### src/rtl/fir_pkg.sv
// Address map, ap_ctrl bit positions and sequencer state codes shared by the FIR control block.
package fir_pkg;

    localparam logic [11:0] ADDR_AP_CTRL  = 12'h000;
    localparam logic [11:0] ADDR_DATA_LEN = 12'h010;
    localparam logic [11:0] ADDR_TAP_NUM  = 12'h014;
    localparam logic [11:0] ADDR_TAP_BASE = 12'h080;

    localparam int AP_START_BIT = 0;
    localparam int AP_DONE_BIT  = 1;
    localparam int AP_IDLE_BIT  = 2;

    localparam logic [1:0] IDLE = 2'd0;
    localparam logic [1:0] RUN  = 2'd1;
    localparam logic [1:0] DONE = 2'd2;

endpackage

### src/rtl/fir_ctrl_axil.sv
// AXI-Lite slave front end: independent AW/W holders producing a one-cycle commit strobe,
// and a single-outstanding read pipeline (latch address, RAM access, capture into rdata).
module fir_ctrl_axil
    import fir_pkg::*;
#(
    parameter int pADDR_WIDTH = 12,
    parameter int pDATA_WIDTH = 32
) (
    input  logic                   clk,
    input  logic                   rst_n,
    input  logic                   awvalid,
    output logic                   awready,
    input  logic [pADDR_WIDTH-1:0] awaddr,
    input  logic                   wvalid,
    output logic                   wready,
    input  logic [pDATA_WIDTH-1:0] wdata,
    input  logic                   arvalid,
    output logic                   arready,
    input  logic [pADDR_WIDTH-1:0] araddr,
    output logic                   rvalid,
    input  logic                   rready,
    output logic [pDATA_WIDTH-1:0] rdata,
    output logic                   wr_commit,
    output logic [pADDR_WIDTH-1:0] wr_addr,
    output logic [pDATA_WIDTH-1:0] wr_data,
    output logic                   rd_acc,
    output logic [pADDR_WIDTH-1:0] rd_addr,
    output logic                   rd_done,
    input  logic                   rd_stall,
    input  logic                   rd_use_ram,
    input  logic [pDATA_WIDTH-1:0] rd_reg_val,
    input  logic [pDATA_WIDTH-1:0] tap_do
);

    logic                   aw_held, w_held, rd_busy;
    logic                   aw_held_nx, w_held_nx, rd_busy_nx;
    logic                   ar_hs, r_hs, acc_go;
    logic                   cap_p2, use_ram_p2;
    logic [pDATA_WIDTH-1:0] snap_p2;

    assign wr_commit = aw_held & w_held;
    assign ar_hs     = arvalid & arready;
    assign r_hs      = rvalid & rready;
    assign acc_go    = rd_acc & ~rd_stall;
    assign rd_done   = r_hs;

    always_comb begin
        aw_held_nx = aw_held;
        w_held_nx  = w_held;
        rd_busy_nx = rd_busy;
        if (wr_commit) begin
            aw_held_nx = 1'b0;
            w_held_nx  = 1'b0;
        end else begin
            if (awvalid && awready) aw_held_nx = 1'b1;
            if (wvalid && wready)   w_held_nx  = 1'b1;
        end
        if (r_hs)       rd_busy_nx = 1'b0;
        else if (ar_hs) rd_busy_nx = 1'b1;
    end

    // Ready flags are registered copies of "holder empty" so they stay low during reset.
    always_ff @(posedge clk or negedge rst_n) begin
        if (!rst_n) begin
            aw_held <= 1'b0;
            w_held  <= 1'b0;
            rd_busy <= 1'b0;
            awready <= 1'b0;
            wready  <= 1'b0;
            arready <= 1'b0;
            rd_acc  <= 1'b0;
            cap_p2  <= 1'b0;
            rvalid  <= 1'b0;
            rdata   <= '0;
        end else begin
            aw_held <= aw_held_nx;
            w_held  <= w_held_nx;
            rd_busy <= rd_busy_nx;
            awready <= ~aw_held_nx;
            wready  <= ~w_held_nx;
            arready <= ~rd_busy_nx;
            // stage 1: RAM access, held over while a tap write owns the port
            if (ar_hs)       rd_acc <= 1'b1;
            else if (acc_go) rd_acc <= 1'b0;
            // stage 2: RAM data available, capture into rdata
            cap_p2 <= acc_go;
            if (cap_p2) begin
                rvalid <= 1'b1;
                rdata  <= use_ram_p2 ? tap_do : snap_p2;
            end else if (r_hs) begin
                rvalid <= 1'b0;
            end
        end
    end

    always_ff @(posedge clk) begin
        if (awvalid && awready) wr_addr <= awaddr;
        if (wvalid && wready)   wr_data <= wdata;
        if (ar_hs)              rd_addr <= araddr;
        if (acc_go) begin
            use_ram_p2 <= rd_use_ram;
            snap_p2    <= rd_reg_val;
        end
    end

endmodule

### src/rtl/fir_ctrl.sv
// FIR accelerator control: config register file, IDLE/RUN/DONE sequencer counting output
// beats, and the tap RAM port mux between the AXI-Lite slave and the engine.
module fir_ctrl
    import fir_pkg::*;
#(
    parameter int pADDR_WIDTH = 12,
    parameter int pDATA_WIDTH = 32,
    parameter int pTAP_MAX    = 32
) (
    input  logic                   axis_clk,
    input  logic                   axis_rst_n,
    input  logic                   awvalid,
    output logic                   awready,
    input  logic [pADDR_WIDTH-1:0] awaddr,
    input  logic                   wvalid,
    output logic                   wready,
    input  logic [pDATA_WIDTH-1:0] wdata,
    input  logic                   arvalid,
    output logic                   arready,
    input  logic [pADDR_WIDTH-1:0] araddr,
    output logic                   rvalid,
    input  logic                   rready,
    output logic [pDATA_WIDTH-1:0] rdata,
    output logic [3:0]             tap_WE,
    output logic                   tap_EN,
    output logic [pDATA_WIDTH-1:0] tap_Di,
    output logic [pADDR_WIDTH-1:0] tap_A,
    input  logic [pDATA_WIDTH-1:0] tap_Do,
    input  logic                   eng_tap_EN,
    input  logic [pADDR_WIDTH-1:0] eng_tap_A,
    output logic                   eng_start,
    output logic [pDATA_WIDTH-1:0] cfg_data_len,
    output logic [pDATA_WIDTH-1:0] cfg_tap_num,
    input  logic                   sm_tvalid,
    input  logic                   sm_tready,
    input  logic                   sm_tlast
);

    localparam logic [pADDR_WIDTH-1:0] A_CTRL    = pADDR_WIDTH'(ADDR_AP_CTRL);
    localparam logic [pADDR_WIDTH-1:0] A_LEN     = pADDR_WIDTH'(ADDR_DATA_LEN);
    localparam logic [pADDR_WIDTH-1:0] A_TAPN    = pADDR_WIDTH'(ADDR_TAP_NUM);
    localparam logic [pADDR_WIDTH-1:0] A_TAPB    = pADDR_WIDTH'(ADDR_TAP_BASE);
    localparam logic [pADDR_WIDTH-1:0] A_TAP_END = A_TAPB + pADDR_WIDTH'(4 * pTAP_MAX);

    function automatic logic in_tap(input logic [pADDR_WIDTH-1:0] a);
        return (a >= A_TAPB) && (a < A_TAP_END);
    endfunction

    logic                   wr_commit, rd_acc, rd_done;
    logic [pADDR_WIDTH-1:0] wr_addr, rd_addr;
    logic [pDATA_WIDTH-1:0] wr_data, rd_reg_val;
    logic                   wr_tap, rd_tap, run, ram_wr, rd_stall, rd_use_ram;
    logic                   start_commit, beat, last_beat;

    logic [1:0]             state;
    logic                   ap_done, start_flag;
    logic [pDATA_WIDTH-1:0] data_len, tap_num, out_cnt;

    fir_ctrl_axil #(
        .pADDR_WIDTH (pADDR_WIDTH),
        .pDATA_WIDTH (pDATA_WIDTH)
    ) u_axil (
        .clk        (axis_clk),
        .rst_n      (axis_rst_n),
        .awvalid    (awvalid),
        .awready    (awready),
        .awaddr     (awaddr),
        .wvalid     (wvalid),
        .wready     (wready),
        .wdata      (wdata),
        .arvalid    (arvalid),
        .arready    (arready),
        .araddr     (araddr),
        .rvalid     (rvalid),
        .rready     (rready),
        .rdata      (rdata),
        .wr_commit  (wr_commit),
        .wr_addr    (wr_addr),
        .wr_data    (wr_data),
        .rd_acc     (rd_acc),
        .rd_addr    (rd_addr),
        .rd_done    (rd_done),
        .rd_stall   (rd_stall),
        .rd_use_ram (rd_use_ram),
        .rd_reg_val (rd_reg_val),
        .tap_do     (tap_Do)
    );

    assign run          = (state == RUN);
    assign wr_tap       = in_tap(wr_addr);
    assign rd_tap       = in_tap(rd_addr);
    assign ram_wr       = wr_commit & wr_tap & ~run;
    assign rd_stall     = ram_wr & rd_acc & rd_tap;
    assign rd_use_ram   = rd_tap & ~run;
    assign start_commit = wr_commit & ~run & (wr_addr == A_CTRL) & wr_data[AP_START_BIT];
    assign beat         = sm_tvalid & sm_tready;
    // Compare one bit wider so a full-scale data_length never wraps into a false match.
    assign last_beat    = ({1'b0, out_cnt} + (pDATA_WIDTH+1)'(1) == {1'b0, data_len})
                          | sm_tlast | (data_len == '0);

    assign cfg_data_len = data_len;
    assign cfg_tap_num  = tap_num;

    always_comb begin
        rd_reg_val = '0;
        if (rd_addr == A_CTRL) begin
            rd_reg_val[AP_IDLE_BIT]  = ~run;
            rd_reg_val[AP_DONE_BIT]  = ap_done;
            rd_reg_val[AP_START_BIT] = run & start_flag;
        end else if (rd_addr == A_LEN) begin
            rd_reg_val = data_len;
        end else if (rd_addr == A_TAPN) begin
            rd_reg_val = tap_num;
        end else if (rd_tap && run) begin
            rd_reg_val = '1;
        end
    end

    always_comb begin
        tap_EN = 1'b0;
        tap_WE = 4'h0;
        tap_A  = '0;
        tap_Di = '0;
        if (run) begin
            tap_EN = eng_tap_EN;
            tap_A  = eng_tap_A;
        end else if (ram_wr) begin
            tap_EN = 1'b1;
            tap_WE = 4'hF;
            tap_A  = wr_addr - A_TAPB;
            tap_Di = wr_data;
        end else if (rd_acc && rd_tap) begin
            tap_EN = 1'b1;
            tap_A  = rd_addr - A_TAPB;
        end
    end

    always_ff @(posedge axis_clk or negedge axis_rst_n) begin
        if (!axis_rst_n) begin
            state      <= IDLE;
            ap_done    <= 1'b0;
            start_flag <= 1'b0;
            eng_start  <= 1'b0;
            out_cnt    <= '0;
            data_len   <= '0;
            tap_num    <= '0;
        end else begin
            eng_start <= 1'b0;
            if (wr_commit && !run) begin
                if (wr_addr == A_LEN)  data_len <= wr_data;
                if (wr_addr == A_TAPN) tap_num  <= wr_data;
            end
            if (run) begin
                if (beat) begin
                    out_cnt    <= out_cnt + 1'b1;
                    start_flag <= 1'b0;
                    if (last_beat) begin
                        state   <= DONE;
                        ap_done <= 1'b1;
                    end
                end
            end else if (start_commit) begin
                state      <= RUN;
                eng_start  <= 1'b1;
                out_cnt    <= '0;
                ap_done    <= 1'b0;
                start_flag <= 1'b1;
            end else if (state == DONE && rd_done && rd_addr == A_CTRL) begin
                state   <= IDLE;
                ap_done <= 1'b0;
            end
        end
    end

endmodule

### config.mk
export PLATFORM = sky130hd
export DESIGN_NAME = fir_ctrl
export DESIGN_NICKNAME = d
export VERILOG_FILES = /design/src/rtl/fir_pkg.sv /design/src/rtl/fir_ctrl_axil.sv /design/src/rtl/fir_ctrl.sv
export SDC_FILE = /design/constraint.sdc
export NUM_CORES = 1
export LEC_CHECK = 0
export BUFFER_PORTS_ARGS = -buffer_cell sky130_fd_sc_hd__buf_2
export CORE_MARGIN = 2
export CORE_UTILIZATION = 39
export DETAILED_ROUTE_END_ITERATION = 8
export GPL_TIMING_DRIVEN = 0
export PLACE_DENSITY = 0.59
export SLEW_MARGIN = 40
export SYNTH_ARGS = -nofsm -noshare
export SYNTH_HDL_FRONTEND = slang
export SYNTH_SLANG_ARGS = --single-unit
export TNS_END_PERCENT = 50
### constraint.sdc
create_clock -name axis_clk -period 4.9 [get_ports axis_clk]
set_clock_uncertainty 0.2 [all_clocks]
set_input_delay 0.735 -clock axis_clk [delete_from_list [all_inputs] [get_ports axis_clk]]
set_output_delay 0.735 -clock axis_clk [all_outputs]
set_load 0.02 [all_outputs]
==> out/summary.md, run 1 <==
The total stage count of the critical path was 8. TritonCTS built the clock tree. The proportion of register bits with asynchronous set or reset after synthesis was 0.6130.

The global routing stage identified its most utilized layer as met2. The final clock period utilization by the worst path came out at 0.9275. After detailed routing, the number of vias per cell comes to 5.409. The number of different library cells used by synthesis comes to 59.

The type of the tightest min-delay check was in2reg. The sequential area share after synthesis is 0.5633, and the total number of H-tree levels is 1. The via count was 9077.

The die is 172.0 um wide. The clock passes through at most 3 buffers. The startpoint identified for the worst hold timing path is wdata[22].

The count of buffering cells on the critical path with inverters included was 1; the met1 usage was 0.3236. The fraction of layout cells with a size suffix above 1 was 0.3100; the power per unit of standard cell area was 413.3 nW/um2. For the global-route wire length before repair, the log shows 52930 um. The synthesized design contains 89 enable-type register cells. The later pin in the worst-skew pair is clocked with a latency of 0.53 ns.

The utilization after layout came out at 0.4974. The worst hold path depth came out at 1. The global routing met3 resource utilization is 0.04463.

Clock tree synthesis found a total of 230 sinks. Synthesis produced a netlist with a net count of 1102. Of all nets on the critical path, the largest fanout is 9. The routed design has 35800 um of wire.

The worst register-to-register path begins at out_cnt[7]. The headroom to the max-slew limit is 0.4228, and the worst reg2reg path depth is 9. Derived from the worst setup path, the maximum achievable clock frequency is 220.0 MHz.

Counting flops and latches in the post-synthesis netlist gives 230. Most instantiated flip-flop cell in the synthesis netlist: dfrtp_1. In this run the critical register-to-register path is captured at state[1]. Among all stages on the critical path, the largest delay is contributed by nor3_1. Walking the worst path, the cells encountered are nor4_1 > a41oi_1 > nor3_1 > nand2_1 > nor2_1 > a221o_1 > o21a_1 > buf_2. Routability-driven placement finished with a final weighted congestion of 0.9205. STA classifies the critical path endpoint as an output port. Buffers inserted during clock tree synthesis total 27.

The critical path is of the reg2out type. The number of global-route vias before repair is 8770. In this run the register-to-register setup slack is 1.65 ns.

The hold violation total from the final report was 0. The tools report the clock tree root driver cell as clkbuf_16. The peak supply drop was 337.9 uV. The flow ran to the end, and the final reports show no timing, DRC or antenna violations. The aggregate global-route resource usage came out at 0.2381. The logs give 3.61 ns for the arrival time of data at the critical path endpoint and 0 for the number of inserted diodes. The smallest clock period supported by the final layout is computed as 4.545 ns. Relative to the synthesized area, the layout overhead comes to 25.54%.

On the critical path the largest part of the delay comes from simple AND/OR/NAND/NOR gates. The final layout contains 1395 nets. After clock tree synthesis, the repair step resized 0 gates.

For the total I/O pin count, the log shows 260. After clock tree synthesis, the clock-pin slew on the worst setup and hold paths is 0.06 ns. Setup repair after global routing left no endpoint under its margin. Counting every instance in the synthesized netlist gives 987. Across the run, the number of max-cap violations was 0. The final max-slew violation count was 0; the total power after layout was 5.712 mW. The average cell area after synthesis works out to 11.15 um2. The global routing usage on met2 is 0.3880, and the average wire per standard cell is 21.33 um. The number of antenna violations at the first check in global routing is 1, and the post-detailed-route DRC marker count is 0. The floorplan has 61 rows.

The measured slew at the worst slew-check pin was 0.8578 ns; the iteration-0 DRC count of the detailed router was 627. For this design the static power due to leakage is 6.358 nW. The initial core utilization came out at 0.3962. Input and output buffers added on the ports amount to 259. On the worst path, the slowest cell contributes a delay of 0.57 ns. In this run the remaining antenna-violating nets after routing total 0.

Detailed-router iteration count before antenna repair: 5. After synthesis the cells add up to 11010 um2. The die is 172.0 um tall. Entering global routing, the biggest net connects 51 pins. After floorplanning, the core was sized to cover 27780 um2.

Final setup violation count: 0. The HPWL after detailed placement was 26880 um. Endpoint of the worst hold-timing path: u_axil.wr_data[22].

At the worst endpoint, the required time is 3.96 ns. The logs give 0 for the final global-route overflow total and 0 for the total of warnings raised by yosys. The tools report the kind of start point of the critical path as a register. The floorplan step defined a die boundary enclosing 29590 um2.
-- layout make-up --
| type | instances | area (um2) |
|---|---|---|
| plain buffers | 67 | 302.8 |
| clock buffers | 36 | 750.7 |
| clock inverters | 13 | 167.7 |
| fillers | 2637 | 13960 |
| inverters | 16 | 62.56 |
| multi-input cells | 674 | 4461 |
| flip-flops and latches | 230 | 6201 |
| well taps | 378 | 473.0 |
| repair buffers | 264 | 1401 |
-- sequential cells by signal, summed over array words and instances, names as in the netlist, 2 cells and up --
| register | flops |
|---|---|
| cfg_data_len | 32 |
| cfg_tap_num | 32 |
| out_cnt | 32 |
| state | 2 |
| u_axil.rd_addr | 12 |
| u_axil.rdata | 32 |
| u_axil.snap_p2 | 32 |
| u_axil.wr_addr | 12 |
| u_axil.wr_data | 32 |
-- worst register-to-register path, cell delays in order, from the launching register on --
cell and delay (ns):
dfrtp_1 0.33, clkbuf_8 0.16, nand4_1 0.26, nor4_1 0.79
nand2_1 0.18, or4_1 0.59, nand3_1 0.12, o31ai_1 0.08
a41o_1 0.27, nand2b_1 0.14
-- worst max path at each step --
stage / startpoint / endpoint / slack (ns)
after floorplan: u_axil.wr_addr[7] / u_axil.snap_p2[0] / 0.32
after global placement: state[1] / u_axil.snap_p2[16] / -1.46
after detailed placement: u_axil.rd_addr[0] / tap_A[11] / 0.96
after CTS: u_axil.rd_addr[0] / tap_A[11] / 0.40
after global routing: u_axil.rd_addr[0] / tap_A[10] / 0.17
final: u_axil.rd_addr[0] / tap_A[9] / 0.36
-- repair_timing --
item                      4_1_cts  5_1_grt
hold endpoints to repair       42        0
buffers inserted                0        0
hold buffers                    1        0
-- synth_stat cells, types with 3 or more instances --
cell      number  area (um2)
a21oi_1       80       400.4
a221oi_1       7       61.31
a31oi_1       12       75.07
and2_1        38       237.7
and3_1         7       43.79
and4_1         6       52.55
buf_1          8       30.03
buf_4          7       52.55
clkbuf_1      48       180.2
dfrtp_1      141        3528
edfxtp_1      89        2673
ha_1           5       62.56
inv_1         16       60.06
mux2_2        68       765.7
mux2i_1       33       330.3
nand2_1       44       165.2
nand2b_1       3       18.77
nand3_1       19       95.09
nand4_1       15       93.84
nor2_1        81       304.0
nor3_1        13       65.06
nor3b_1        3       22.52
nor4_1        20       125.1
o21a_1         5       37.54
o21ai_0       96       480.5
o311ai_0       3       26.28
o31ai_1       17       127.6
o41ai_1        7       61.31
or3_1          5       31.28
xnor2_1       31       271.5
xor2_1        19       166.4
-- power breakdown --
| group | switching [mW] | total, mW | internal (mW) |
|---|---|---|---|
| combinational | 0.714 | 1.08 | 0.363 |
| sequential | 0.197 | 2.56 | 2.36 |
| clock | 0.794 | 2.08 | 1.28 |
| total | 1.70 | 5.71 | 4.01 |
-- per-stage QoR --
| stage | setup TNS (ns) | hold slack [ns] | area (um2) | setup WS [ns] | instances |
|---|---|---|---|---|---|
| 2_1_floorplan | 0 | 0.2394 | 11010 | 0.3233 | 987 |
| 3_3_place_gp | -49.55 | 0.2662 | 12780 | -1.460 | 1624 |
| 3_5_place_dp | 0 | 0.2687 | 12890 | 0.9605 | 1628 |
| 4_1_cts | 0 | 0.1586 | 13820 | 0.3966 | 1678 |
| 5_1_grt | 0 | 0.1614 | 13820 | 0.1747 | 1678 |
| 6_report | 0 | 0.1782 | 13820 | 0.3553 | 1678 |
-- layout by cell type, fill, tap and decap left out, types with 5 or more instances in the layout --
cell and instances:
a221oi_1 7, a31oi_1 12, nand2_1 44, nand4_1 15, nor4_1 20, a21oi_1 80
xnor2_1 31, clkbuf_16 28, dfrtp_1 141, clkbuf_1 52, o31ai_1 17, mux2i_1 33
o41ai_1 7, xor2_1 19, or3_1 5, buf_1 8, clkinv_2 8, and3_1 7
nor2_1 80, and2_1 38, and4_1 6, nand3_1 19, o21ai_0 96, nor3_1 13
buf_2 260, mux2_2 68, inv_1 15, edfxtp_1 89, o21a_1 5, buf_4 7
ha_1 5
-- kinds of logic after synthesis --
group,count (synthesis),synth area share
buf+inv,83,0.03274
xor+xnor,50,0.03978
fa+ha+maj,5,0.005683
mux,101,0.09957
simple gates,270,0.1274
compound gates,248,0.1315
flops,230,0.5633
-- metal layers --
metal / up-vias / part of all wire
li1: 4213 / -
met4: 2 / 0.031
met3: 64 / 0.069
met2: 357 / 0.47
met5: - / 0.00036
met1: 4441 / 0.43
Power figures use the tool's default switching activity.
==> run 2: changes to the inputs <==
- CORE_ASPECT_RATIO: default -> 1.4
- CORE_UTILIZATION: 39 -> 50
- MAX_ROUTING_LAYER: default -> met4
- PLACE_DENSITY: 0.59 -> 0.73
==> run 2 against run 1 <==
  * Flip-flop and latch count stayed put
  * Combinational power hardly changed
  * Largest power group unchanged
  * Via count is 0.77% higher
==> out/summary.md, run 2 (same netlist as run 1, synthesis figures left out) <==
Cell-by-cell listing of the critical path: nor4_1 > a41oi_1 > nor3_1 > nand2_1 > nor2_1 > a221o_1 > o21a_1 > buf_2 (unchanged). The iteration-0 DRC count of the detailed router was 726 (was 627); the total number of H-tree levels was 1 (unchanged). The HPWL after detailed placement came out at 24800 um (was 26880 um). The worst hold path depth was 1 (unchanged).

For the arrival time of data at the critical path endpoint, the log shows 3.60 ns (was 3.61 ns). The required time at the worst-slack endpoint is 3.96 ns (about the same). The critical path capture point type is an output port (unchanged). Startpoint of the most critical hold path: awaddr[3] (was wdata[22]). The overall die height works out to 179.6 um (was 172.0 um).

The maximum net fanout on the critical path works out to 9 (unchanged). The run finished with clean final reports. The total negative slack is 0 ns (unchanged). The run gives 2 (was 1) as the number of antenna violations at the first check in global routing.

The average wire per standard cell came out at 20.80 um (was 21.33 um). For the post-CTS setup buffer count, the log shows 0 (unchanged). Post-route minimum period: 4.531 ns (was 4.545 ns). The hold violation total from the final report was 0 (unchanged); the worst stage delay on the critical path was 0.61 ns (was 0.57 ns). TritonCTS built the clock tree. The logs give 23240 um2 (was 29590 um2) for the die area and 23 (was 27) for the number of buffers inserted during clock tree synthesis. The clock-pin slew reported for the worst setup and hold paths after clock tree synthesis works out to 0.07 ns (was 0.06 ns).

Setup repair after global routing left no endpoint under its margin. The count of input and output buffers came out at 259 (unchanged). The measured slew at the worst slew-check pin was 0.8241 ns (was 0.8578 ns). The number of routed nets with antenna violations was 0 (unchanged); the number of global-route vias before repair was 9105 (was 8770). The global-route wire length before repair came out at 50540 um (was 52930 um).

The tools report the maximum clock path buffer count as 3 (unchanged). Kind of start point of the critical path: a register (unchanged). The core outline area came out at 21700 um2 (was 27780 um2). The maximum number of pins on one net before global-route repair came out at 63 (was 51). The final max-slew violation count is 0 (unchanged).

The slowest cell on the critical path is nor3_1 (unchanged). The area growth from synthesis to layout came out at 23.79% (was 25.54%). The via count is 9147 (was 9077).

The global placement routability congestion is 1.012 (was 0.9205), and the post-detailed-route DRC marker count is 0 (unchanged). The utilization after layout came out at 0.6279 (was 0.4974). The peak supply drop is 348.9 uV (was 337.9 uV). The run gives 1.59 ns (was 1.65 ns) as the minimum setup slack among reg-to-reg paths. Endpoint of the worst hold-timing path: u_axil.wr_addr[3] (was u_axil.wr_data[22]).

The detailed-router iteration count before antenna repair was 5 (unchanged). For the headroom to the max-slew limit, the log shows 0.4498 (was 0.4228). The fraction of layout cells with a size suffix above 1 works out to 0.3055 (was 0.3100).

Most frequent cells in the layout: buf_2 (260), dfrtp_1 (141), o21ai_0 (96), edfxtp_1 (89), nor2_1 (81) (was buf_2 (260), dfrtp_1 (141), o21ai_0 (96), edfxtp_1 (89)). The aggregate global-route resource usage is 0.2898 (was 0.2381). The clock latency on the worst-skew pair was 0.52 ns (was 0.53 ns). The worst reg2reg path depth was 6 (was 9).

The startpoint of the most critical register-to-register path is u_axil.rd_addr[0] (was out_cnt[7]). Average vias per placed instance: 5.749 (was 5.409). The leading cell type in the layout, fill and taps excluded was buf_2 (unchanged).

The run gives 220.7 MHz (was 220.0 MHz) as the achievable clock frequency. The final global-route overflow total came out at 0 (unchanged). The critical register-to-register path endpoint is u_axil.snap_p2[1] (was state[1]).

The horizontal die dimension was 129.4 um (was 172.0 um); the number of sinks on the clock net was 230 (unchanged). The tools report the total I/O pin count as 260 (unchanged). For the total detailed-routing wirelength, the log shows 33090 um (was 35800 um). The static leakage was 6.300 nW (was 6.358 nW).

For the final setup violation count, the log shows 0 (unchanged). The tools report the site row count as 64 (was 61). The max-cap violation count came out at 0 (unchanged).

The final clock period utilization by the worst path was 0.9248 (was 0.9275); the power per unit of standard cell area was 405.3 nW/um2 (was 413.3 nW/um2). The clock tree root driver cell was clkbuf_16 (unchanged). The type of the tightest min-delay check is in2reg (unchanged). Kind of critical path: reg2out (unchanged). The initial core utilization was 0.5073 (was 0.3962); the layout net count was 1391 (was 1395).
[run 2: stage by stage]
step                cell area (um2)  hold slack [ns]  total power [mW]  cells  setup slack [ns]
detailed placement            12780           0.2697             3.653   1547            0.9614
floorplan                     11010           0.2394             3.192    987            0.3233
global route                  13630           0.1676             5.755   1591            0.1391
global placement              12680           0.2643             3.602   1543           -0.9705
CTS                           13620           0.1699             5.558   1590            0.3880
finish                        13630           0.1818             5.523   1591            0.3685
[run 2: metal layers]
metal | up-vias | wire, um | track usage
met1 | 4417 | 12780 | 0.3481
li1 | 4193 | - | -
met2 | 440 | 17000 | 0.4979
met4 | 0 | 1248 | 0.1052
met3 | 97 | 2065 | 0.03512
met5 | - | 0 | -
[run 2: worst max path at each step]
stage,cells after the start,from,end
final,8,u_axil.rd_addr[0],tap_A[10]
after global routing,8,u_axil.rd_addr[0],tap_A[7]
after global placement,7,state[1],u_axil.snap_p2[5]
after floorplan,8,u_axil.wr_addr[7],u_axil.snap_p2[0]
after detailed placement,8,u_axil.rd_addr[0],tap_A[10]
after CTS,8,u_axil.rd_addr[0],tap_A[10]
[run 2: cell type report]
type,instances,area [um2]
clock buffer,35,734.5
antenna,1,2.502
timing repair buffer,264,1401
buffer,67,300.3
fill,1802,8074
tap,297,371.6
clock inverter,7,97.59
inverter,16,60.06
multi-input combinational,674,4458
sequential,230,6201
[run 2: worst max-delay path, delay by kind of cell (launching register included)]
family,cells,cell delay [ns]
AOI/OAI and AO/OA,3,0.68
DFF,1,0.43
and+or+nand+nor,4,1.81
buffers and inverters,1,0.16
[run 2: report_power, final]
part	internal [mW]	total (mW)	switching, mW
clock network	1.15	1.90	0.758
logic	0.362	1.06	0.695
registers	2.36	2.56	0.201
[run 2: timing repair]
item,in CTS,in global routing
resized for setup,0,0
hold buffers,1,0
hold endpoints to repair,23,0
==> run 3: changes to the inputs <==
- SYNTH_HIERARCHICAL: default -> 1
==> run 3 against run 2 <==
  * Clock-buffer cell count down 7
  * Global-route usage shrank 0.10 points
  * Worst hold slack got worse by 0.0058 ns
  * Fmax increased by 11%
  * Clock power fell by 8%
  * Die area up 2.4%
  * Non-clock buffer count unchanged
  * Core utilization decreased by 1.0 points
  * Total power is 4.2% lower
  * Register-to-register slack got worse by 0.27 ns
==> out/summary.md, run 3 <==
The final clock period utilization by the worst path came out at 0.8329 (was 0.9248). The arrival time of data at the critical path endpoint was 3.15 ns (was 3.60 ns). Kind of start point of the critical path: a register (unchanged).

The total negative slack came out at 0 ns (unchanged). The horizontal die dimension came out at 131.0 um (was 129.4 um). The average vias per placed instance came out at 5.685 (was 5.749). The fraction of synthesized cell area taken by the top area cell type came out at 0.3127 (was 0.3205). The total power after layout is 5.289 mW (was 5.523 mW), and the aggregate global-route resource usage is 0.2888 (was 0.2898). The power per unit of standard cell area was 383.0 nW/um2 (was 405.3 nW/um2); the gate count after technology mapping was 1020 (was 987).

The maximum clock path buffer count was 3 (unchanged); the instance count after placement with tap cells included was 1583 (was 1547). Largest area contributor in the netlist: dfrtp_1 (unchanged). Overall die height: 181.7 um (was 179.6 um). The post-layout worst setup margin came out at 0.8186 ns (was 0.3685 ns). The total number of H-tree levels is 1 (unchanged), and the number of synthesized flops with an enable pin is 89 (unchanged). For the final max-slew violation count, the log shows 0 (unchanged). Clock tree root driver cell: clkbuf_16 (unchanged).

TritonCTS built the clock tree. The average cell area after synthesis works out to 11.06 um2 (was 11.15 um2). The clock-pin slew reported for the worst setup and hold paths after clock tree synthesis came out at 0.06 ns (was 0.07 ns). The iteration-0 DRC count of the detailed router is 665 (was 726). The final setup violation count was 0 (unchanged); the maximum net fanout on the critical path was 10 (was 9). The tools report the detailed-router iteration count before antenna repair as 7 (was 5). The tools report the final global-route overflow total as 0 (unchanged). HPWL after detailed placement: 25190 um (was 24800 um).

The tools report the initial core utilization as 0.5044 (was 0.5073). Static leakage: 6.385 nW (was 6.300 nW). The global-route wire length before repair is 50890 um (was 50540 um), and the core outline area is 22370 um2 (was 21700 um2). The total stage count of the critical path was 8 (unchanged).

The worst stage delay on the critical path was 0.58 ns (was 0.61 ns). The tools report the global placement routability congestion as 0.9509 (was 1.012). The kind of critical path was reg2out (unchanged).

The count of buffering cells on the critical path with inverters included is 2 (was 1). The fraction of layout cells with a size suffix above 1 was 0.3094 (was 0.3055). The post-route minimum period was 4.081 ns (was 4.531 ns); the maximum number of pins on one net before global-route repair was 72 (was 63). The run finished with clean final reports. Cell types with the largest area share after synthesis: dfrtp_1 (31%), edfxtp_1 (24%), mux2_2 (6.7%) (was dfrtp_1 (32%), edfxtp_1 (24%), mux2_2 (7.0%)).

Most frequent cells after synthesis: dfrtp_1 (141), a21oi_1 (90), edfxtp_1 (89) (was dfrtp_1 (141), o21ai_0 (96), edfxtp_1 (89)). The total standard cell area after synthesis is 11280 um2 (was 11010 um2), and the total I/O pin count is 260 (unchanged). For the post-detailed-route DRC marker count, the log shows 0 (unchanged). The proportion of register bits with asynchronous set or reset after synthesis was 0.6130 (unchanged). Slowest cell on the critical path: clkbuf_1 (was nor3_1). The tools report the die area as 23800 um2 (was 23240 um2). Most frequent cells in the layout: buf_2 (271), dfrtp_1 (141), a21oi_1 (90), edfxtp_1 (89), o21ai_0 (86) (was buf_2 (260), dfrtp_1 (141), o21ai_0 (96), edfxtp_1 (89), nor2_1 (81)).

The type of the tightest min-delay check was in2reg (unchanged). The leading cell type in the layout, fill and taps excluded is buf_2 (unchanged). The logs give 9044 (was 9105) for the number of global-route vias before repair and 230 (unchanged) for the number of sinks on the clock net. The total detailed-routing wirelength was 33650 um (was 33090 um); the worst slack on hold paths was 0.1760 ns (was 0.1818 ns). The required time at the worst-slack endpoint was 3.96 ns (about the same); the via count was 9244 (was 9147). The achievable clock frequency was 245.0 MHz (was 220.7 MHz).

The average wire per standard cell works out to 20.70 um (was 20.80 um). Total non-filler cell area in the finished layout: 13810 um2 (was 13630 um2). The most instantiated flip-flop cell in the synthesis netlist is dfrtp_1 (unchanged). The area growth from synthesis to layout is 22.42% (was 23.79%), and the max-cap violation count is 0 (unchanged). The tools report the capturing instance or port of the critical path as tap_Di[15] (was tap_A[10]). The logs give 0 (unchanged) for the number of routed nets with antenna violations and 0.4593 (was 0.4498) for the headroom to the max-slew limit. The number of antenna violations at the first check in global routing was 0 (was 2); the total of warnings raised by yosys was 6 (was 0).

The hold violation total from the final report is 0 (unchanged). The count of input and output buffers works out to 259 (unchanged). The sequential area share after synthesis is 0.5496 (was 0.5633).

Dominant cell by count in the synthesized netlist: dfrtp_1 (unchanged). The utilization after layout was 0.6176 (was 0.6279); the layout net count was 1423 (was 1391). Critical path capture point type: an output port (unchanged).

For the number of inserted diodes, the log shows 0 (was 1). Cell class contributing the biggest share of worst-path delay: simple AND/OR/NAND/NOR gates (unchanged). Cell-by-cell listing of the critical path: nor3_1 > nand2_1 > nor4bb_1 > nor2_1 > nor4_4 > clkbuf_1 > and2_1 > buf_2 (was nor4_1 > a41oi_1 > nor3_1 > nand2_1 > nor2_1 > a221o_1 > o21a_1 > buf_2).

The peak supply drop is 335.5 uV (was 348.9 uV). The post-synthesis net count was 1135 (was 1102). Measured slew at the worst slew-check pin: 0.8043 ns (was 0.8241 ns). The flip-flop and latch count after synthesis came out at 230 (unchanged). The number of buffers inserted during clock tree synthesis came out at 23 (unchanged).

The critical register-to-register path endpoint is state[0] (was u_axil.snap_p2[1]). The worst reg2reg path depth is 9 (was 6), and the distinct cell type count of the synthesized netlist is 65 (was 59). For the final cell count without fillers, the log shows 1626 (was 1591). The source of the critical timing path was u_axil/wr_addr[0] (was u_axil.rd_addr[0]).

The site row count came out at 65 (was 64). The clock latency on the worst-skew pair was 0.53 ns (was 0.52 ns); the placement-stage cell area was 13050 um2 (was 12780 um2). The run gives 1.32 ns (was 1.59 ns) as the minimum setup slack among reg-to-reg paths. The worst setup slack after placement is 1.197 ns (was 0.9614 ns). Setup repair after global routing left no endpoint under its margin. The run gives 1861 (was 1802) as the filler cell count. The startpoint of the most critical register-to-register path was out_cnt[0] (was u_axil.rd_addr[0]).
==> run 3: cell count changes in the layout (fill, tap and decap cells not counted), sizes merged, moves of 8 or more <==
cell / before / now
nand2: 44 / 62
nand2b: 3 / 11
buf: 280 / 288
a21oi: 80 / 90
clkbuf: 85 / 70
xnor2: 31 / 40
a211oi: 2 / 24
o21ai: 97 / 86
==> run 3: where the power goes <==
part | switching, mW | total, mW | internal, mW
sequential | 0.188 | 2.54 | 2.36
clock | 0.757 | 1.75 | 0.994
combinational | 0.638 | 0.995 | 0.357
total | 1.58 | 5.29 | 3.71
==> run 3: final cells by class <==
cell class | instances | area [um2] | share of cell area
repair buffers | 263 | 1386 | 0.1004
flip-flops and latches | 230 | 6201 | 0.4490
inverters | 18 | 67.56 | 0.004892
well taps | 301 | 376.6 | 0.02727
clock inverters | 14 | 140.1 | 0.01015
clock buffers | 28 | 604.3 | 0.04375
plain buffers | 68 | 381.6 | 0.02763
multi-input cells | 704 | 4654 | 0.3370
==> run 3: cells by family after synthesis <==
kind of cell | Yosys count | synth area share
adders and majority gates | 5 | 0.005545
buffers and inverters | 86 | 0.03981
muxes | 103 | 0.09881
and+or+nand+nor | 298 | 0.1401
xor gates and xnor gates | 52 | 0.04037
DFF | 230 | 0.5496
AOI/OAI and AO/OA | 246 | 0.1258
==> run 3: per-layer routing <==
metal  wire length, um  vias up  global-route usage
met5                 0        -                   -
met4              1093        0             0.09617
met3              2176       71             0.03595
met2             16800      411              0.4775
met1             13580     4491              0.3672
li1                  -     4271                   -
==> run 3: timing repair <==
item	4_1_cts	5_1_grt
hold buffers	1	0
setup buffers	0	0
gates resized for setup	0	0
hold endpoints to repair	1	0
==> run 3: worst min-delay path by stage <==
stage	cells after the start	end	startpoint
floorplan	0	cfg_data_len[0]	axis_rst_n
global placement	1	u_axil/arready	u_axil/rd_busy
detailed placement	1	u_axil/arready	u_axil/rd_busy
CTS	1	u_axil/wr_data[14]	wdata[14]
global route	1	u_axil/wr_addr[5]	awaddr[5]
finish	1	u_axil/rd_addr[1]	araddr[1]
